<file path="src/rtl/track_epl_correlator.sv">
// track_epl_correlator
// Early/prompt/late C/A code correlator for one GPS tracking channel.
// A code-rate NCO steps an external C/A generator. The early chip from that
// generator is delayed through a shift register to form the prompt and late
// taps. Each tap wipes the code off 3-bit sign-magnitude samples and
// accumulates over int_epochs code periods. Results are then handed to the
// loop filter over a valid/ready handshake.
//
// Ports:
//   clk, reset        sample clock, synchronous active-high reset
//   sample_valid      qualifies sample_in / ca_bit / epoch_in; datapath advances only then
//   sample_in[2:0]    [2]=sign (1=negative), [1:0]=magnitude
//   code_rate_inc     NCO phase increment per valid sample
//   ca_bit            early code chip (1 => +1, 0 => -1)
//   epoch_in          generator is at chip 0
//   int_epochs        epochs per integration (0 behaves as 1)
//   chip_adv          one-cycle pulse: advance the C/A generator one chip
//   dump_valid/ready  result handshake
//   early/prompt/late_out  dumped sums (signed)
//   overrun           sticky: an undelivered dump was overwritten
//
// Build option: define TRACK_ACC_SATURATE_EN for saturating accumulators
// (pinned at the rail until the next dump); default is modular wrap.
module track_epl_correlator #(
    parameter int unsigned ACC_WIDTH       = 16,
    parameter int unsigned PHASE_WIDTH     = 24,
    parameter int unsigned TAP_DELAY       = 8,
    parameter int unsigned EPOCH_CNT_WIDTH = 5
) (
    input  logic                        clk,
    input  logic                        reset,
    input  logic                        sample_valid,
    input  logic [2:0]                  sample_in,
    input  logic [PHASE_WIDTH-1:0]      code_rate_inc,
    input  logic                        ca_bit,
    input  logic                        epoch_in,
    input  logic [EPOCH_CNT_WIDTH-1:0]  int_epochs,
    output logic                        chip_adv,
    output logic                        dump_valid,
    input  logic                        dump_ready,
    output logic signed [ACC_WIDTH-1:0] early_out,
    output logic signed [ACC_WIDTH-1:0] prompt_out,
    output logic signed [ACC_WIDTH-1:0] late_out,
    output logic                        overrun
);

    logic [PHASE_WIDTH-1:0]      phase_q;
    logic [PHASE_WIDTH:0]        nco_sum;
    logic [2*TAP_DELAY-1:0]      tap_sr_q;
    logic [2:0]                  tap;
    logic signed [ACC_WIDTH-1:0] acc_q [3];
    logic signed [ACC_WIDTH-1:0] val   [3];
    logic signed [ACC_WIDTH-1:0] sum   [3];
    logic                        started_q;
    logic [EPOCH_CNT_WIDTH-1:0]  cnt_q, target_q, cnt_inc, target_now;
    logic                        epoch_hit, start, boundary;

`ifdef TRACK_ACC_SATURATE_EN
    localparam logic signed [ACC_WIDTH-1:0] AccMax = {1'b0, {(ACC_WIDTH-1){1'b1}}};
    localparam logic signed [ACC_WIDTH-1:0] AccMin = {1'b1, {(ACC_WIDTH-1){1'b0}}};
    logic [ACC_WIDTH:0] wide [3];
    logic               pin_q [3];
    logic               sat   [3];
`endif

    // Code wipe-off of one tap: +/-mag, sign-extended to the accumulator width.
    function automatic logic signed [ACC_WIDTH-1:0] wipe(input logic [2:0] s, input logic t);
        logic signed [ACC_WIDTH-1:0] mag;
        mag = {{(ACC_WIDTH-2){1'b0}}, s[1:0]};
        return (s[2] ^ ~t) ? -mag : mag;
    endfunction

    assign nco_sum    = {1'b0, phase_q} + {1'b0, code_rate_inc};
    assign tap        = {tap_sr_q[2*TAP_DELAY-1], tap_sr_q[TAP_DELAY-1], ca_bit};
    assign target_now = (int_epochs == '0) ? EPOCH_CNT_WIDTH'(1) : int_epochs;
    assign cnt_inc    = cnt_q + EPOCH_CNT_WIDTH'(1);
    assign epoch_hit  = sample_valid & epoch_in;
    // The first epoch after reset only aligns the integration window.
    assign start      = epoch_hit & ~started_q;
    assign boundary   = epoch_hit & started_q & (cnt_inc == target_q);

    always_comb begin
        for (int i = 0; i < 3; i++) begin
            val[i] = wipe(sample_in, tap[i]);
`ifdef TRACK_ACC_SATURATE_EN
            wide[i] = {acc_q[i][ACC_WIDTH-1], acc_q[i]} + {val[i][ACC_WIDTH-1], val[i]};
            if (pin_q[i]) begin
                sum[i] = acc_q[i];
                sat[i] = 1'b1;
            end else if (wide[i][ACC_WIDTH] != wide[i][ACC_WIDTH-1]) begin
                sum[i] = wide[i][ACC_WIDTH] ? AccMin : AccMax;
                sat[i] = 1'b1;
            end else begin
                sum[i] = wide[i][ACC_WIDTH-1:0];
                sat[i] = 1'b0;
            end
`else
            sum[i] = acc_q[i] + val[i];
`endif
        end
    end

    always_ff @(posedge clk) begin
        if (reset) begin
            phase_q    <= '0;
            tap_sr_q   <= '0;
            started_q  <= 1'b0;
            cnt_q      <= '0;
            target_q   <= EPOCH_CNT_WIDTH'(1);
            chip_adv   <= 1'b0;
            dump_valid <= 1'b0;
            early_out  <= '0;
            prompt_out <= '0;
            late_out   <= '0;
            overrun    <= 1'b0;
            for (int i = 0; i < 3; i++) begin
                acc_q[i] <= '0;
`ifdef TRACK_ACC_SATURATE_EN
                pin_q[i] <= 1'b0;
`endif
            end
        end else begin
            chip_adv <= 1'b0;
            if (sample_valid) begin
                phase_q  <= nco_sum[PHASE_WIDTH-1:0];
                chip_adv <= nco_sum[PHASE_WIDTH];
                tap_sr_q <= {tap_sr_q[2*TAP_DELAY-2:0], ca_bit};
            end

            // Boundary (and start) sample opens the new period with its own value.
            if (sample_valid && (started_q || start)) begin
                for (int i = 0; i < 3; i++) begin
                    acc_q[i] <= (start || boundary) ? val[i] : sum[i];
`ifdef TRACK_ACC_SATURATE_EN
                    pin_q[i] <= (start || boundary) ? 1'b0 : sat[i];
`endif
                end
            end

            if (start) begin
                started_q <= 1'b1;
                cnt_q     <= '0;
                target_q  <= target_now;
            end else if (boundary) begin
                cnt_q    <= '0;
                target_q <= target_now;
            end else if (epoch_hit) begin
                cnt_q <= cnt_inc;
            end

            if (boundary) begin
                early_out  <= acc_q[0];
                prompt_out <= acc_q[1];
                late_out   <= acc_q[2];
                dump_valid <= 1'b1;
                if (dump_valid && !dump_ready) begin
                    overrun <= 1'b1;
                end
            end else if (dump_valid && dump_ready) begin
                dump_valid <= 1'b0;
            end
        end
    end

endmodule

</file>
<file path="config.mk">
export PLATFORM = sky130hd
export DESIGN_NAME = track_epl_correlator
export DESIGN_NICKNAME = d
export VERILOG_FILES = /design/src/rtl/track_epl_correlator.sv
export SDC_FILE = /design/constraint.sdc
export NUM_CORES = 1
export LEC_CHECK = 0
export BUFFER_PORTS_ARGS = -buffer_cell sky130_fd_sc_hd__buf_2
export CORE_AREA = 2 2 137 139
export DETAILED_ROUTE_END_ITERATION = 16
export DIE_AREA = 0 0 139 141
export MAX_ROUTING_LAYER = met4
export PLACE_DENSITY = 0.72
export SLEW_MARGIN = 20
export SYNTH_ARGS = -nofsm -noshare
export SYNTH_HDL_FRONTEND = slang
export SYNTH_SLANG_ARGS = --single-unit
</file>
<file path="constraint.sdc">
create_clock -name clk -period 5.45 [get_ports clk]
set_clock_uncertainty 0.15 [all_clocks]
set_input_delay 1.09 -clock clk [delete_from_list [all_inputs] [get_ports clk]]
set_output_delay 1.09 -clock clk [all_outputs]
set_load 0.005 [all_outputs]
</file>
# == Word level (Yosys, flattened, before mapping) ==
# Memories as Yosys holds them, arrays and structs flattened.
# Cells that the tools add are included.
# W data, S select, Z words.
# classes
add_sub_neg,6
n_eq_ne,1
muxes,19
n_reduce_logical,12
bitwise_logic,15
# op_table
operator,n
$mux W16,9
$add A16 B16 Y16,3
$add A24 B24 Y25,1
$neg A2 Y16,1
$mux W5,3
$mux W1,7
$add A5 B1 Y5 const B,1
$eq A5 B5 Y1,1
$logic_not A5 Y1,1
$not A1 Y1,5
$and A1 B1 Y1,4
$reduce_bool A2 Y1,2
$logic_and A1 B1 Y1,3
$or A1 B1 Y1,3
$reduce_or A3 Y1,1
$xor A1 B1 Y1,3
$logic_or A1 B1 Y1,2
$reduce_and A2 Y1,1
$reduce_or A2 Y1,1
$logic_not A1 Y1,1
# word_totals
ram_bits,48
register_bits,102
word_cells,65
mem_count,1
inputBits,38
out_inout_bits,51
# memory_table
memory,words,width,rd,rd_clocked_by_memory_dff,write_ports,line_no,rtl
acc_q,3,16,3,0,3,51,logic signed [ACC_WIDTH-1:0] acc_q [3];

# == Logic depth before layout (Yosys ltp) ==
# depth
word_depth,8
mapped_depth,13
mapped_depth_nobuf,13

# == Worst setup path after synthesis ==
# Ideal clock, no wire load.
# synth_path
path_kind,input to register
from,input sample_valid
to,memory acc_q[0][0] (enable)
path_slack_ns,0.905
n_path_buf,2
path_stages,4
t_required_ns,4.836
arrival_ns,3.932
setup_ns,0.464
cell_sequence,clkbuf_1 inv_1 clkbuf_1 o21bai_1
# synth_lines
element,line_no,rtl
"start, declared",32,"input logic sample_valid,"
"end, declared",51,

==> reports/summary.md <==
The core area came out at 18300 sq um. Die boundary height: 141 um. The detailed router's first-iteration violation count is 592, and the buffers plus inverters on the worst setup path is 1. Count of endpoints failing setup in the final report: 0. Counting every instance in the synthesized netlist gives 1051. Using the TritonRoute via totals, the vias-per-cell ratio works out to 5.69.

The critical path goes through buf_2 -> xnor2_1 -> nor2b_1 -> ha_1 -> a21oi_1 -> o21ai_0 -> o2111ai_1 -> a21oi_1 -> xnor2_1 -> o211ai_1 -> o31ai_1. Worst slew slack as a fraction of its limit: 0.495. The synthesized design contains 150 register bits. The post-synthesis instance area came out at 8960 sq um. The tools report the number of gates resized after CTS as 0. Relative to the synthesized area, the layout overhead comes to 13.3%. The critical path in this run is classified as in2reg.

The number of max-slew violations in the final report was 0; the full die area was 19600 sq um. The longest individual stage delay on the worst path is 650 ps, and the chip width is 139 um. The clock buffer count from CTS is 17, and the area occupied by multi-input gates is 5200 sq um. By area the synthesized netlist is led by sky130_fd_sc_hd__dfxtp_1 (23%), sky130_fd_sc_hd__edfxtp_1 (16%), sky130_fd_sc_hd__ha_1 (9.9%).

At the end of routability-driven placement, the weighted congestion stood at 0.919. Setup repair after global routing left no endpoint under its margin. The number of failing hold endpoints at the final stage is 0, and the number of synthesized flops with an enable pin is 48.

On the critical path, the stage with the largest delay is an instance of sky130_fd_sc_hd__nor2b_1. For the number of antenna cells inserted, the log shows 0. For this design, the CTS-stage hold fixing added 0 buffers. The static power due to leakage is 4.36 nW. Nature of the critical path endpoint: a flop. The global-route total usage across every layer was 0.222.

Among cell families on the critical path, the largest total delay comes from compound AO/OA/AOI/OAI gates. Subtracting the final worst setup slack from the clock period gives 4120 ps. The run gives 0.556 as the post-route core utilization. The count of nets left with antenna violations after detail routing is 0, and the layout filler cell count is 1708. The via count of the first global-routing pass is 7200. Area share of fa/ha/maj cells after synthesis: 0.108. The tools report the data arrival time of the critical path as 4120 ps. The logs give 0.223 mV for the highest ir drop seen on vdd and 0 for the number of max-capacitance violations reported.

Registers take 3480 sq um. After detailed routing, the average wire length per cell comes to 15.2 um. After detailed placement, the design holds a cell count of 1339. The fraction of the mapped netlist area in compound gates came out at 0.209. Synthesized-area fraction occupied by xor and xnor cells: 0.0547. The biggest area contributor in the post-synthesis netlist is sky130_fd_sc_hd__dfxtp_1. The run gives 5450 ps as the data required time of the worst path. For the highest clock rate, the log shows 243 MHz. The initial core utilization came out at 0.491. The share of the synthesized area in the top cell type is 0.228. The placed wire-length estimate after detailed placement was 14.5 mm; the final total negative setup slack was 0 ps.

The initial antenna violation count was 0; the power per cell area was 314 nW/um^2. The number of setup buffers added after CTS is 0. In this run the mean area of a mapped cell was 8.53 sq um. The pin count of the biggest net entering global routing is 65, and the count of synthesis-stage warnings from yosys is 0. The tools report the vias after detailed routing as 7799. For this run, design rule violations remaining after detail routing come to 0. The fraction of the mapped netlist area in simple logic gates is 0.177. The combinational family with the most area after synthesis is compound AO/OA/AOI/OAI gates. The run gives 2 as the worst-case clock buffer depth. The tools report the cell at the root of the clock tree as sky130_fd_sc_hd__clkbuf_16. After floorplanning, the core was divided into 50 placement rows. The share of final-layout standard cells stronger than drive strength 1 was 0.118; the proportion of synthesized flip-flops having asynchronous set or reset was 0. The net count reported at finish was 1237. The tools report the total grt overflow as 0.

The sort of element at the start of the critical path is an input port. By count the netlist is led by sky130_fd_sc_hd__nand2_1 (189), sky130_fd_sc_hd__a21oi_1 (136), sky130_fd_sc_hd__dfxtp_1 (102). The final layout contains routed wiring with a total length of 20.8 mm.

The count of pins on the block boundary was 89. Counting distinct cell types in the post-synthesis netlist gives 56. The tightest hold path in the finished design has a slack of 300 ps. The final cycle utilization of the critical path was 0.755; the H-tree depth was 4. The clock insertion delay at the later pin of the skew report is 430 ps. Largest fanout on the critical path: 10. The first global-routing pass estimated 34.8 mm of wire. The tools report the synthesized net count as 1164. The portion of netlist area occupied by mux cells is 0.0290, and the CTS sink count is 150. The pre-antenna-repair detailed-routing pass consisted of 5 iterations. The share of synthesized area occupied by flip-flops and latches was 0.389.

The path class of the tightest hold or removal check is reg2reg. In this run the tool buffered the top-level ports with 88 buffer cells. TritonCTS built the clock tree. Commonest register cell after synthesis: sky130_fd_sc_hd__dfxtp_1.

The run gives 3.18 mW as the overall power consumption. Leading cell type by number of instances after synthesis: sky130_fd_sc_hd__nand2_1. The transition time at the pin with the least slew margin is 758 ps. The clock-pin transition on the worst setup and hold timing paths was 60 ps. The run finished with clean final reports.

The finished layout holds 1371 standard cells, fillers aside.
## layer usage
layer | up-vias | routed length (um) | GRT usage
met2 | 195 | 9570 | 0.348
li1 | 3935 | - | -
met1 | 3640 | 9980 | 0.294
met4 | 0 | 315 | 0.0696
met3 | 29 | 927 | 0.0401
met5 | - | 0 | -
## cells by family (layout without fill, tap and decap cells)
family,count (synthesis),count (layout)
mux,26,26
xor+xnor,56,56
simple gates,360,360
buf+inv,72,158
compound gates,312,312
fa+ha+maj,75,75
flops,150,150
## sequential cells by signal (all words and copies together) (netlist names), 5 cells and up
register    cells
acc_q          48
phase_q        24
early_out      16
late_out       16
prompt_out     16
tap_sr_q       16
cnt_q           5
target_q        5
## cells in the final DEF, fill, tap and decap left out, drive strengths merged, types with 18 or more instances in the layout
cell / n
clkbuf: 22
a21oi: 136
xor2: 19
dfxtp: 102
ha: 71
mux2i: 26
o21ai: 59
a21o: 19
edfxtp: 48
xnor2: 37
nor2: 72
buf: 98
nand2: 189
inv: 31
nor3: 18
## per-stage QoR
stage / area (sq um) / worst slack [ps]
3_3_place_gp: 9600 / 1020
6_report: 10200 / 1330
2_1_floorplan: 8960 / 905
3_5_place_dp: 9600 / 909
4_1_cts: 10200 / 1340
5_1_grt: 10200 / 1090
## report_power, final
group / internal, mW / leakage (nW) / switching [mW]
clock: 0.635 / 0.280 / 0.473
combinational: 0.333 / 2.74 / 0.467
sequential: 1.23 / 1.34 / 0.0448
## path summary, 6_finish.rpt
path                   from             end  slack [ps]  depth (start not counted)
max            sample_in[2]    acc_q[0][15]        1330                         11
min reg2reg  prompt_out[10]  prompt_out[10]         300                          2
max reg2reg     tap_sr_q[7]    acc_q[0][31]        2240                         11
min          prompt_out[10]  prompt_out[10]         300                          2
## worst min-delay path: cells and delay by family (launching register included)
kind             cells  cell delay (ps)
flip-flops           1              300
AND/OR/NAND/NOR      1               50
AO/OA/AOI/OAI        1               50
## cell type report
cell class | count | share of cell area
Clock buffer | 22 | 0.0478
Clock inverter | 10 | 0.00690
Inverter | 28 | 0.0104
Multi-Input combinational cell | 829 | 0.512
Sequential cell | 150 | 0.343
Tap cell | 234 | 0.0288
Timing Repair Buffer | 98 | 0.0510
Power figures use the tool's default switching activity.
